[src/rtl/unsigned_div_16by8_seq.sv]
// unsigned_div_16by8_seq
// Sequential restoring divider: recovers quotient q and remainder r from a
// 16-bit product-domain value z and an 8-bit operand y (z = q*y + r),
// producing one quotient bit per clock.
//
// Optional feature macro: UDIV_APPROX_TRUNC_EN
//   defined     -> z[TRUNC_L-1:0] is zeroed at accept (approximate build)
//   not defined -> full z is used (exact division); TRUNC_L has no effect
//
// Ports:
//   clk        rising-edge clock
//   rst_n      asynchronous active-low reset
//   in_valid   operand pair presented
//   in_ready   divider can accept an operand pair (IDLE only)
//   z          16-bit unsigned dividend
//   y          8-bit unsigned divisor
//   out_valid  q/r/dz/ovf valid, held until out_ready
//   out_ready  consumer accepts the result
//   q          8-bit quotient (8'hFF on exception)
//   r          8-bit remainder (8'hFF on exception)
//   dz         divide-by-zero flag
//   ovf        quotient overflow flag (z[15:8] >= y, y != 0)
module unsigned_div_16by8_seq #(
  parameter int TRUNC_L = 6
) (
  input  logic        clk,
  input  logic        rst_n,
  input  logic        in_valid,
  output logic        in_ready,
  input  logic [15:0] z,
  input  logic [7:0]  y,
  output logic        out_valid,
  input  logic        out_ready,
  output logic [7:0]  q,
  output logic [7:0]  r,
  output logic        dz,
  output logic        ovf
);

  typedef enum logic [1:0] {IDLE, BUSY, DONE} state_t;

`ifdef UDIV_APPROX_TRUNC_EN
  localparam logic [15:0] TRUNC_MASK = 16'hFFFF << TRUNC_L;
`else
  // All-ones mask: TRUNC_L has no effect in the exact build.
  localparam logic [15:0] TRUNC_MASK = 16'hFFFF | (16'hFFFF << TRUNC_L);
`endif

  state_t      state_reg, state_next;
  logic [8:0]  rem_reg;
  logic [7:0]  dvd_reg;
  logic [7:0]  quo_reg;
  logic [7:0]  y_reg;
  logic [2:0]  cnt_reg;
  logic        dz_res_reg, ovf_res_reg;
  logic [7:0]  q_reg, r_reg;
  logic        dz_reg, ovf_reg, out_valid_reg;

  logic        accept, handshake;
  logic [15:0] z_eff;
  logic        is_dz, is_ovf;
  logic [8:0]  rem_shift, rem_sub;
  logic        bit_set;

  assign accept    = in_valid && (state_reg == IDLE);
  assign handshake = out_valid_reg && out_ready;
  assign z_eff     = z & TRUNC_MASK;
  assign is_dz     = (y == 8'h00);
  assign is_ovf    = !is_dz && (z_eff[15:8] >= y);

  // One restoring step: shift in the next dividend bit, subtract if it fits.
  assign rem_shift = {rem_reg[7:0], dvd_reg[7]};
  assign rem_sub   = rem_shift - {1'b0, y_reg};
  assign bit_set   = (rem_shift >= {1'b0, y_reg});

  // State register
  always_ff @(posedge clk or negedge rst_n) begin
    if (!rst_n) state_reg <= IDLE;
    else        state_reg <= state_next;
  end

  // Next-state logic
  always_comb begin
    state_next = state_reg;
    case (state_reg)
      IDLE: if (accept) state_next = (is_dz || is_ovf) ? DONE : BUSY;
      BUSY: if (cnt_reg == 3'd7) state_next = DONE;
      DONE: if (handshake) state_next = IDLE;
      default: state_next = IDLE;
    endcase
  end

  // Output logic
  always_comb begin
    in_ready  = (state_reg == IDLE);
    out_valid = out_valid_reg;
    q         = q_reg;
    r         = r_reg;
    dz        = dz_reg;
    ovf       = ovf_reg;
  end

  // Division datapath
  always_ff @(posedge clk or negedge rst_n) begin
    if (!rst_n) begin
      rem_reg     <= '0;
      dvd_reg     <= '0;
      quo_reg     <= '0;
      y_reg       <= '0;
      cnt_reg     <= '0;
      dz_res_reg  <= 1'b0;
      ovf_res_reg <= 1'b0;
    end else if (accept) begin
      y_reg       <= y;
      cnt_reg     <= '0;
      dz_res_reg  <= is_dz;
      ovf_res_reg <= is_ovf;
      if (is_dz || is_ovf) begin
        quo_reg <= 8'hFF;
        rem_reg <= 9'h0FF;
        dvd_reg <= '0;
      end else begin
        quo_reg <= '0;
        rem_reg <= {1'b0, z_eff[15:8]};
        dvd_reg <= z_eff[7:0];
      end
    end else if (state_reg == BUSY) begin
      rem_reg <= bit_set ? rem_sub : rem_shift;
      quo_reg <= {quo_reg[6:0], bit_set};
      dvd_reg <= {dvd_reg[6:0], 1'b0};
      cnt_reg <= cnt_reg + 3'd1;
    end
  end

  // Result registers: loaded on the first DONE cycle, so out_valid trails
  // entry into DONE by one clock and the fields stay frozen until consumed.
  always_ff @(posedge clk or negedge rst_n) begin
    if (!rst_n) begin
      out_valid_reg <= 1'b0;
      q_reg         <= '0;
      r_reg         <= '0;
      dz_reg        <= 1'b0;
      ovf_reg       <= 1'b0;
    end else if ((state_reg == DONE) && !out_valid_reg) begin
      out_valid_reg <= 1'b1;
      q_reg         <= quo_reg;
      r_reg         <= rem_reg[7:0];
      dz_reg        <= dz_res_reg;
      ovf_reg       <= ovf_res_reg && !dz_res_reg;
    end else if (handshake) begin
      out_valid_reg <= 1'b0;
    end
  end

endmodule

[config.mk]
export PLATFORM = sky130hd
export DESIGN_NAME = unsigned_div_16by8_seq
export DESIGN_NICKNAME = d
export VERILOG_FILES = /design/src/rtl/unsigned_div_16by8_seq.sv
export SDC_FILE = /design/constraint.sdc
export NUM_CORES = 1
export LEC_CHECK = 0
export BUFFER_PORTS_ARGS = -buffer_cell sky130_fd_sc_hd__buf_2
export CORE_ASPECT_RATIO = 0.8
export CORE_UTILIZATION = 45
export DETAILED_ROUTE_END_ITERATION = 8
export GPL_ROUTABILITY_DRIVEN = 0
export GPL_TIMING_DRIVEN = 0
export PLACE_DENSITY_LB_ADDON = 0.3
export SLEW_MARGIN = 5
export SYNTH_ARGS = -nofsm -noshare
export SYNTH_HDL_FRONTEND = slang
export SYNTH_SLANG_ARGS = --single-unit
[constraint.sdc]
create_clock -name clk -period 1.9 [get_ports clk]
set_input_delay 0.285 -clock clk [delete_from_list [all_inputs] [get_ports clk]]
set_output_delay 0.285 -clock clk [all_outputs]
set_load 0.02 [all_outputs]
Word level (Yosys, flattened, before mapping). Index checks and enable logic that the tools add are counted.

$add $sub $neg: 2. Magnitude comparators: 2. Equality and inequality tests: 6. Muxes and demuxes: 19. Reductions and logical operators: 14.

Operator list (count): two-way mux 8 bit (10); >= comparator 9 x 8 -> 1 bit (1); >= comparator 8 bit (1); zero test 8 bit (1); two-way mux 2 bit (4); subtractor 8 bit (1); two-way mux 3 bit (2); one-hot mux 2 bit (3 select lines) (1); logical AND 1 bit (5); != test 2 bit (second input constant) (2); nonzero test 2 bit (2); adder 3 x 1 -> 3 bit (second input constant) (1); == test 3 bit (second input constant) (1); zero test 1 bit (3); AND reduction 3 bit (1); == test 2 x 1 -> 1 bit (second input constant) (1); == test 2 bit (second input constant) (1); zero test 2 bit (1); two-way mux 1 bit (2); != test 2 x 1 -> 1 bit (second input constant) (1); logical OR 1 bit (1).

Register bits after elaboration: 58.

Longest topological paths before layout.
Depth after elaboration: 7. Depth in mapped cells: 10. Depth with buffers taken out: 9.

Least setup slack after synthesis. OpenSTA, ideal clock, no wires.

Kind: reg-to-reg. Start: register dvd_reg[7]. End: register rem_reg[6]. Data arrival time: 1.835 ns. Required time: 1.774 ns. Setup slack: -0.061 ns. Stages on the path, launching flop included: 10. Path buffers: 0. Clock period less this slack: 1.961 ns. Cell sequence: dfrtp_1 > inv_1 > ha_1 > fa_1 > nor2b_4 > o31a_1 > o21ai_1 > a21boi_0 > nor4_1 > a311o_1.

Longest elaborated chain between the ends: 4. Elaborated cells between the ends (all ways): 5.

Ends and longest elaborated chain: from (decl) (line 51) `logic [7:0] dvd_reg;`; from (signal assigned) (line 125) `dvd_reg <= z_eff[7:0];`; from (signal assigned) (line 130) `dvd_reg <= {dvd_reg[6:0], 1'b0};`; subtractor 8 bit / >= comparator 9 x 8 -> 1 bit (equally long branches) (line 73, 74); two-way mux 8 bit * (line 128) `rem_reg <= bit_set ? rem_sub : rem_shift;`; two-way mux 8 bit * (line 127) `end else if (state_reg == BUSY) begin`; two-way mux 8 bit * (line 113) `end else if (accept) begin`; to (signal assigned) (line 124) `rem_reg <= {1'b0, z_eff[15:8]};`; to (signal assigned) (line 128); to (decl) (line 50) `logic [8:0] rem_reg;`.

Every way passes the cells marked *; elsewhere a longest branch is shown, timed or not. The select of a mux whose other input is x is not followed. A chain may end at the register's enable or synchronous reset.

Worst setup path after layout. Ends and elaborated chain as after synthesis.

==> flow_results.xml <==
<?xml version="1.0" encoding="UTF-8"?>
<metrics>
  <group name="worst_setup_path">
    <metric name="timing.reg2reg.setup_slack" unit="ps">-110</metric>
    <metric name="crit_arrival" unit="ps">2240</metric>
    <metric name="worst-path-max-fanout" unit="">3</metric>
    <metric name="worstPathCellList" unit="">inv_2 &gt; ha_4 &gt; fa_2 &gt; nor2b_4 &gt; o31a_1 &gt; o21ai_2 &gt; nor3b_2 &gt; nor4_1 &gt; a311o_1</metric>
    <metric name="setup.worst_path.class" unit="">reg -&gt; reg</metric>
    <metric name="timing.critical_path.from_type" unit="">flip-flop</metric>
    <metric name="crit_path_end_kind" unit="">flip-flop</metric>
    <metric name="worst_path_slowest_cell" unit="">sky130_fd_sc_hd__dfrtp_1</metric>
    <metric name="timing.critical_path.slowest_cell_delay" unit="ps">370</metric>
    <metric name="worst_ep_required_time" unit="ps">2130</metric>
    <metric name="worst-r2r-cell-count" unit="">9</metric>
  </group>
  <group name="sta">
    <metric name="worstMarginPinSlew" unit="ps">745</metric>
    <metric name="timing.final.hold_violations" unit="">3</metric>
    <metric name="final_period_minus_worst_setup_slack" unit="ps">2010</metric>
    <metric name="max-slew-margin-rel" unit="%">50.3</metric>
    <metric name="worst_clock_skew" unit="ps">7.45</metric>
    <metric name="max_freq" unit="MHz">497</metric>
    <metric name="setup_viol_count_final" unit="">5</metric>
    <metric name="rsz0062_at_grt" unit="">true</metric>
    <metric name="whs" unit="ps">-4.28</metric>
    <metric name="fin_crit_sh" unit="%">106</metric>
    <metric name="number_of_max_slew_violations_in_the_final_report" unit="">0</metric>
    <metric name="post-route-worst-setup-slack" unit="ps">-111</metric>
  </group>
  <group name="global_route">
    <metric name="via_count_of_the_first_global_routing_pass" unit="">2314</metric>
    <metric name="antenna_found_initial" unit="">0</metric>
    <metric name="grt_overflow_total" unit="">0</metric>
    <metric name="maximum_number_of_pins_on_one_net_before_global_route_repair" unit="">59</metric>
    <metric name="global_route_wire_length_before_repair" unit="mm">11.3</metric>
    <metric name="gr-usage-all-layers" unit="%">21.5</metric>
  </group>
  <group name="synth">
    <metric name="synthFlopType" unit="">sky130_fd_sc_hd__dfrtp_1</metric>
    <metric name="ys_warn_count" unit="">0</metric>
    <metric name="synthesis.area" unit="mm²">0.00305</metric>
    <metric name="synthesized_area_per_cell" unit="µm²">9.77</metric>
    <metric name="yosysUniqueCellTypes" unit="">46</metric>
    <metric name="yosys.area_share.simple" unit="%">12.2</metric>
    <metric name="dominant_combinational_cell_family_by_area_after_synthesis" unit="">compound AO/OA/AOI/OAI gates</metric>
    <metric name="synthesis.instances" unit="">312</metric>
    <metric name="adder_cell_share_of_the_synthesized_area" unit="%">8.05</metric>
    <metric name="synth-async-reset-ratio" unit="%">100</metric>
    <metric name="synth_xor_xnor_area_share" unit="%">1.15</metric>
    <metric name="register_bit_count_reported_by_yosys" unit="">58</metric>
    <metric name="share_of_the_synthesized_area_in_compound_gates_ao_oa_aoi_oai" unit="%">17.1</metric>
    <metric name="yosysSeqAreaShare" unit="%">47.6</metric>
    <metric name="synth.net_count" unit="">359</metric>
    <metric name="synth_mux_area_share" unit="%">8.46</metric>
    <metric name="synth_enable_flop_cells" unit="">0</metric>
  </group>
  <group name="floorplanning">
    <metric name="core_area" unit="mm²">0.00647</metric>
    <metric name="num_io_pins" unit="">48</metric>
    <metric name="die_area" unit="mm²">0.00711</metric>
    <metric name="floorplan.die.width" unit="µm">94.0</metric>
    <metric name="die_h" unit="µm">75.6</metric>
    <metric name="initial_core_util" unit="%">47.1</metric>
    <metric name="core.rowCount" unit="">26</metric>
  </group>
  <group name="clocking">
    <metric name="clock_sink_count" unit="">58</metric>
    <metric name="clockRootBuffer" unit="">sky130_fd_sc_hd__clkbuf_8</metric>
    <metric name="clk_transition_reported_paths" unit="ps">70</metric>
    <metric name="tritoncts" unit="">built</metric>
    <metric name="cts_htree_levels" unit="">3</metric>
    <metric name="cts_inserted_buffers" unit="">9</metric>
    <metric name="clkLatencyLatePin" unit="ps">350</metric>
    <metric name="cts-root-to-sink-buffers" unit="">2</metric>
  </group>
  <group name="place">
    <metric name="placement.io_buffers" unit="">47</metric>
    <metric name="preCtsSetupSlack" unit="ps">-273</metric>
    <metric name="hpwlAfterDp" unit="mm">4.98</metric>
  </group>
  <group name="status">
    <metric name="outcome" unit="">complete, but fails checks</metric>
    <metric name="failing_checks" unit="">hold timing, setup timing</metric>
  </group>
  <group name="final_layout">
    <metric name="share_of_layout_cells_above_drive_strength_1" unit="%">32.2</metric>
    <metric name="finish.net_count" unit="">427</metric>
    <metric name="antenna-diode-count" unit="">0</metric>
    <metric name="area_growth" unit="%">23.3</metric>
    <metric name="fin_util" unit="%">58.0</metric>
  </group>
  <group name="power_and_ir_drop">
    <metric name="cellPowerDensity" unit="mW/mm²">2070</metric>
    <metric name="vdd_drop_max" unit="mV">0.957</metric>
    <metric name="leakage" unit="nW">1.76</metric>
  </group>
  <group name="routing">
    <metric name="detail_route.wirelength" unit="mm">7.18</metric>
    <metric name="detail_route.iter0.violations" unit="">129</metric>
    <metric name="drt-wirelength-per-cell" unit="µm">15.3</metric>
    <metric name="drt_first_pass_iters" unit="">4</metric>
    <metric name="routed-via-count" unit="">2478</metric>
    <metric name="remaining_drc_errors" unit="">0</metric>
    <metric name="final_antenna_violating_net_count" unit="">0</metric>
    <metric name="vias_per_cell" unit="">5.28</metric>
  </group>
  <group name="flow_run">
    <metric name="cap_viol_max_count" unit="">0</metric>
  </group>
  <group name="worst_hold_path">
    <metric name="worst_min_delay_path_class" unit="">in -&gt; async</metric>
  </group>
</metrics>
worst paths after layout:
check                                             from                      to
worst max-delay path            dvd_reg[7]$_DFFE_PN0P_  rem_reg[6]$_DFFE_PN0P_
worst min-delay path                             rst_n    y_reg[2]$_DFFE_PN0P_
worst max register to register  dvd_reg[7]$_DFFE_PN0P_  rem_reg[6]$_DFFE_PN0P_
worst min register to register  cnt_reg[0]$_DFFE_PN0P_  cnt_reg[0]$_DFFE_PN0P_
max in group asynchronous                        rst_n  rem_reg[5]$_DFFE_PN0P_
min in group clk                                  z[3]  dvd_reg[3]$_DFFE_PN0P_
Yosys cell counts (all sizes together), types with 3 or more instances:
master / instances / share of area (%)
a21o: 3 / 0.74
clkbuf: 6 / 0.74
nand2: 46 / 5.7
nand3: 3 / 0.49
mux2: 19 / 7.1
o211ai: 4 / 1.1
a22oi: 3 / 0.74
inv: 22 / 2.7
nor4: 3 / 0.62
mux2i: 4 / 1.3
nand2b: 3 / 0.62
o21ai: 35 / 5.7
ha: 18 / 7.4
o21a: 3 / 0.74
nor2b: 4 / 1.1
buf: 9 / 2.0
nor2: 16 / 2.0
dfrtp: 58 / 48
a21oi: 27 / 4.7
o22ai: 3 / 0.62
critical path: cells and delay by family (launching register included):
family / cells / cell delay (ps)
AO/OA/AOI/OAI: 3 / 740
adder cells (fa/ha/maj): 2 / 400
buffers and inverters: 1 / 90
flip-flops: 1 / 370
AND/OR/NAND/NOR: 3 / 300
per-stage QoR:
stage | total power [mW] | instances | instance area, µm² | TNS, ps
after global routing | 8.31 | 469 | 3760 | -591
after global placement | 5.93 | 443 | 3410 | -1410
after floorplan | 5.10 | 312 | 3070 | 0
final | 7.77 | 469 | 3760 | -182
after CTS | 7.56 | 466 | 3710 | -90.8
after detailed placement | 6.07 | 443 | 3410 | -2110
layer usage:
layer | up-vias | global-route usage [%] | part of all wire [%]
met5 | - | 0 | 0
met4 | 0 | 6.15 | 1.2
met3 | 13 | 6.19 | 5.2
met2 | 63 | 33.0 | 44
met1 | 1178 | 29.9 | 49
li1 | 1224 | - | -
power by group:
| group | total (mW) | internal, mW | switching [mW] |
|---|---|---|---|
| Sequential | 2.25 | 1.86 | 0.389 |
| Combinational | 4.47 | 2.11 | 2.36 |
| Clock | 1.05 | 0.542 | 0.508 |
| Total | 7.77 | 4.52 | 3.25 |
repair_timing:
action,in CTS,in global routing
pin swaps,7,8
cloned,0,0
hold buffers,0,0
buffers inserted,7,3
resized for setup,12,5
setup endpoints to repair,8,8
kinds of logic after synthesis:
logic type / count (synthesis)
AO/OA/AOI/OAI: 88
XOR/XNOR: 4
adder cells (fa/ha/maj): 19
buffers and inverters: 37
flip-flops: 58
multiplexers: 23
AND/OR/NAND/NOR: 83
cell type report:
cell class / instances / area [µm²]
flip-flops and latches: 58 / 1460
multi-input cells: 217 / 1540
plain buffers: 15 / 82.6
well taps: 84 / 105
fillers: 575 / 2720
repair buffers: 57 / 313
clock buffers: 12 / 155
clock inverters: 4 / 26.3
inverters: 22 / 82.6
placed cells by master, fill, tap and decap left out, types with 2 or more instances in the layout:
cell,count
sky130_fd_sc_hd__a21o_1,3
sky130_fd_sc_hd__a21oi_1,23
sky130_fd_sc_hd__a21oi_2,4
sky130_fd_sc_hd__a22oi_1,3
sky130_fd_sc_hd__a31oi_1,2
sky130_fd_sc_hd__buf_2,52
sky130_fd_sc_hd__buf_4,12
sky130_fd_sc_hd__buf_6,2
sky130_fd_sc_hd__clkbuf_1,7
sky130_fd_sc_hd__clkbuf_8,11
sky130_fd_sc_hd__clkinv_2,2
sky130_fd_sc_hd__dfrtp_1,55
sky130_fd_sc_hd__dfrtp_2,3
sky130_fd_sc_hd__ha_1,12
sky130_fd_sc_hd__ha_4,6
sky130_fd_sc_hd__inv_1,20
sky130_fd_sc_hd__inv_2,2
sky130_fd_sc_hd__mux2_2,17
sky130_fd_sc_hd__mux2_4,2
sky130_fd_sc_hd__mux2i_1,3
sky130_fd_sc_hd__nand2_1,46
sky130_fd_sc_hd__nand2b_1,3
sky130_fd_sc_hd__nand3_1,3
sky130_fd_sc_hd__nor2_1,16
sky130_fd_sc_hd__nor2b_1,2
sky130_fd_sc_hd__nor4_1,3
sky130_fd_sc_hd__o211ai_1,3
sky130_fd_sc_hd__o21a_1,3
sky130_fd_sc_hd__o21ai_0,33
sky130_fd_sc_hd__o22ai_1,3
sky130_fd_sc_hd__xnor2_1,2
sky130_fd_sc_hd__xor2_1,2
(Power assumes the default switching activity.)
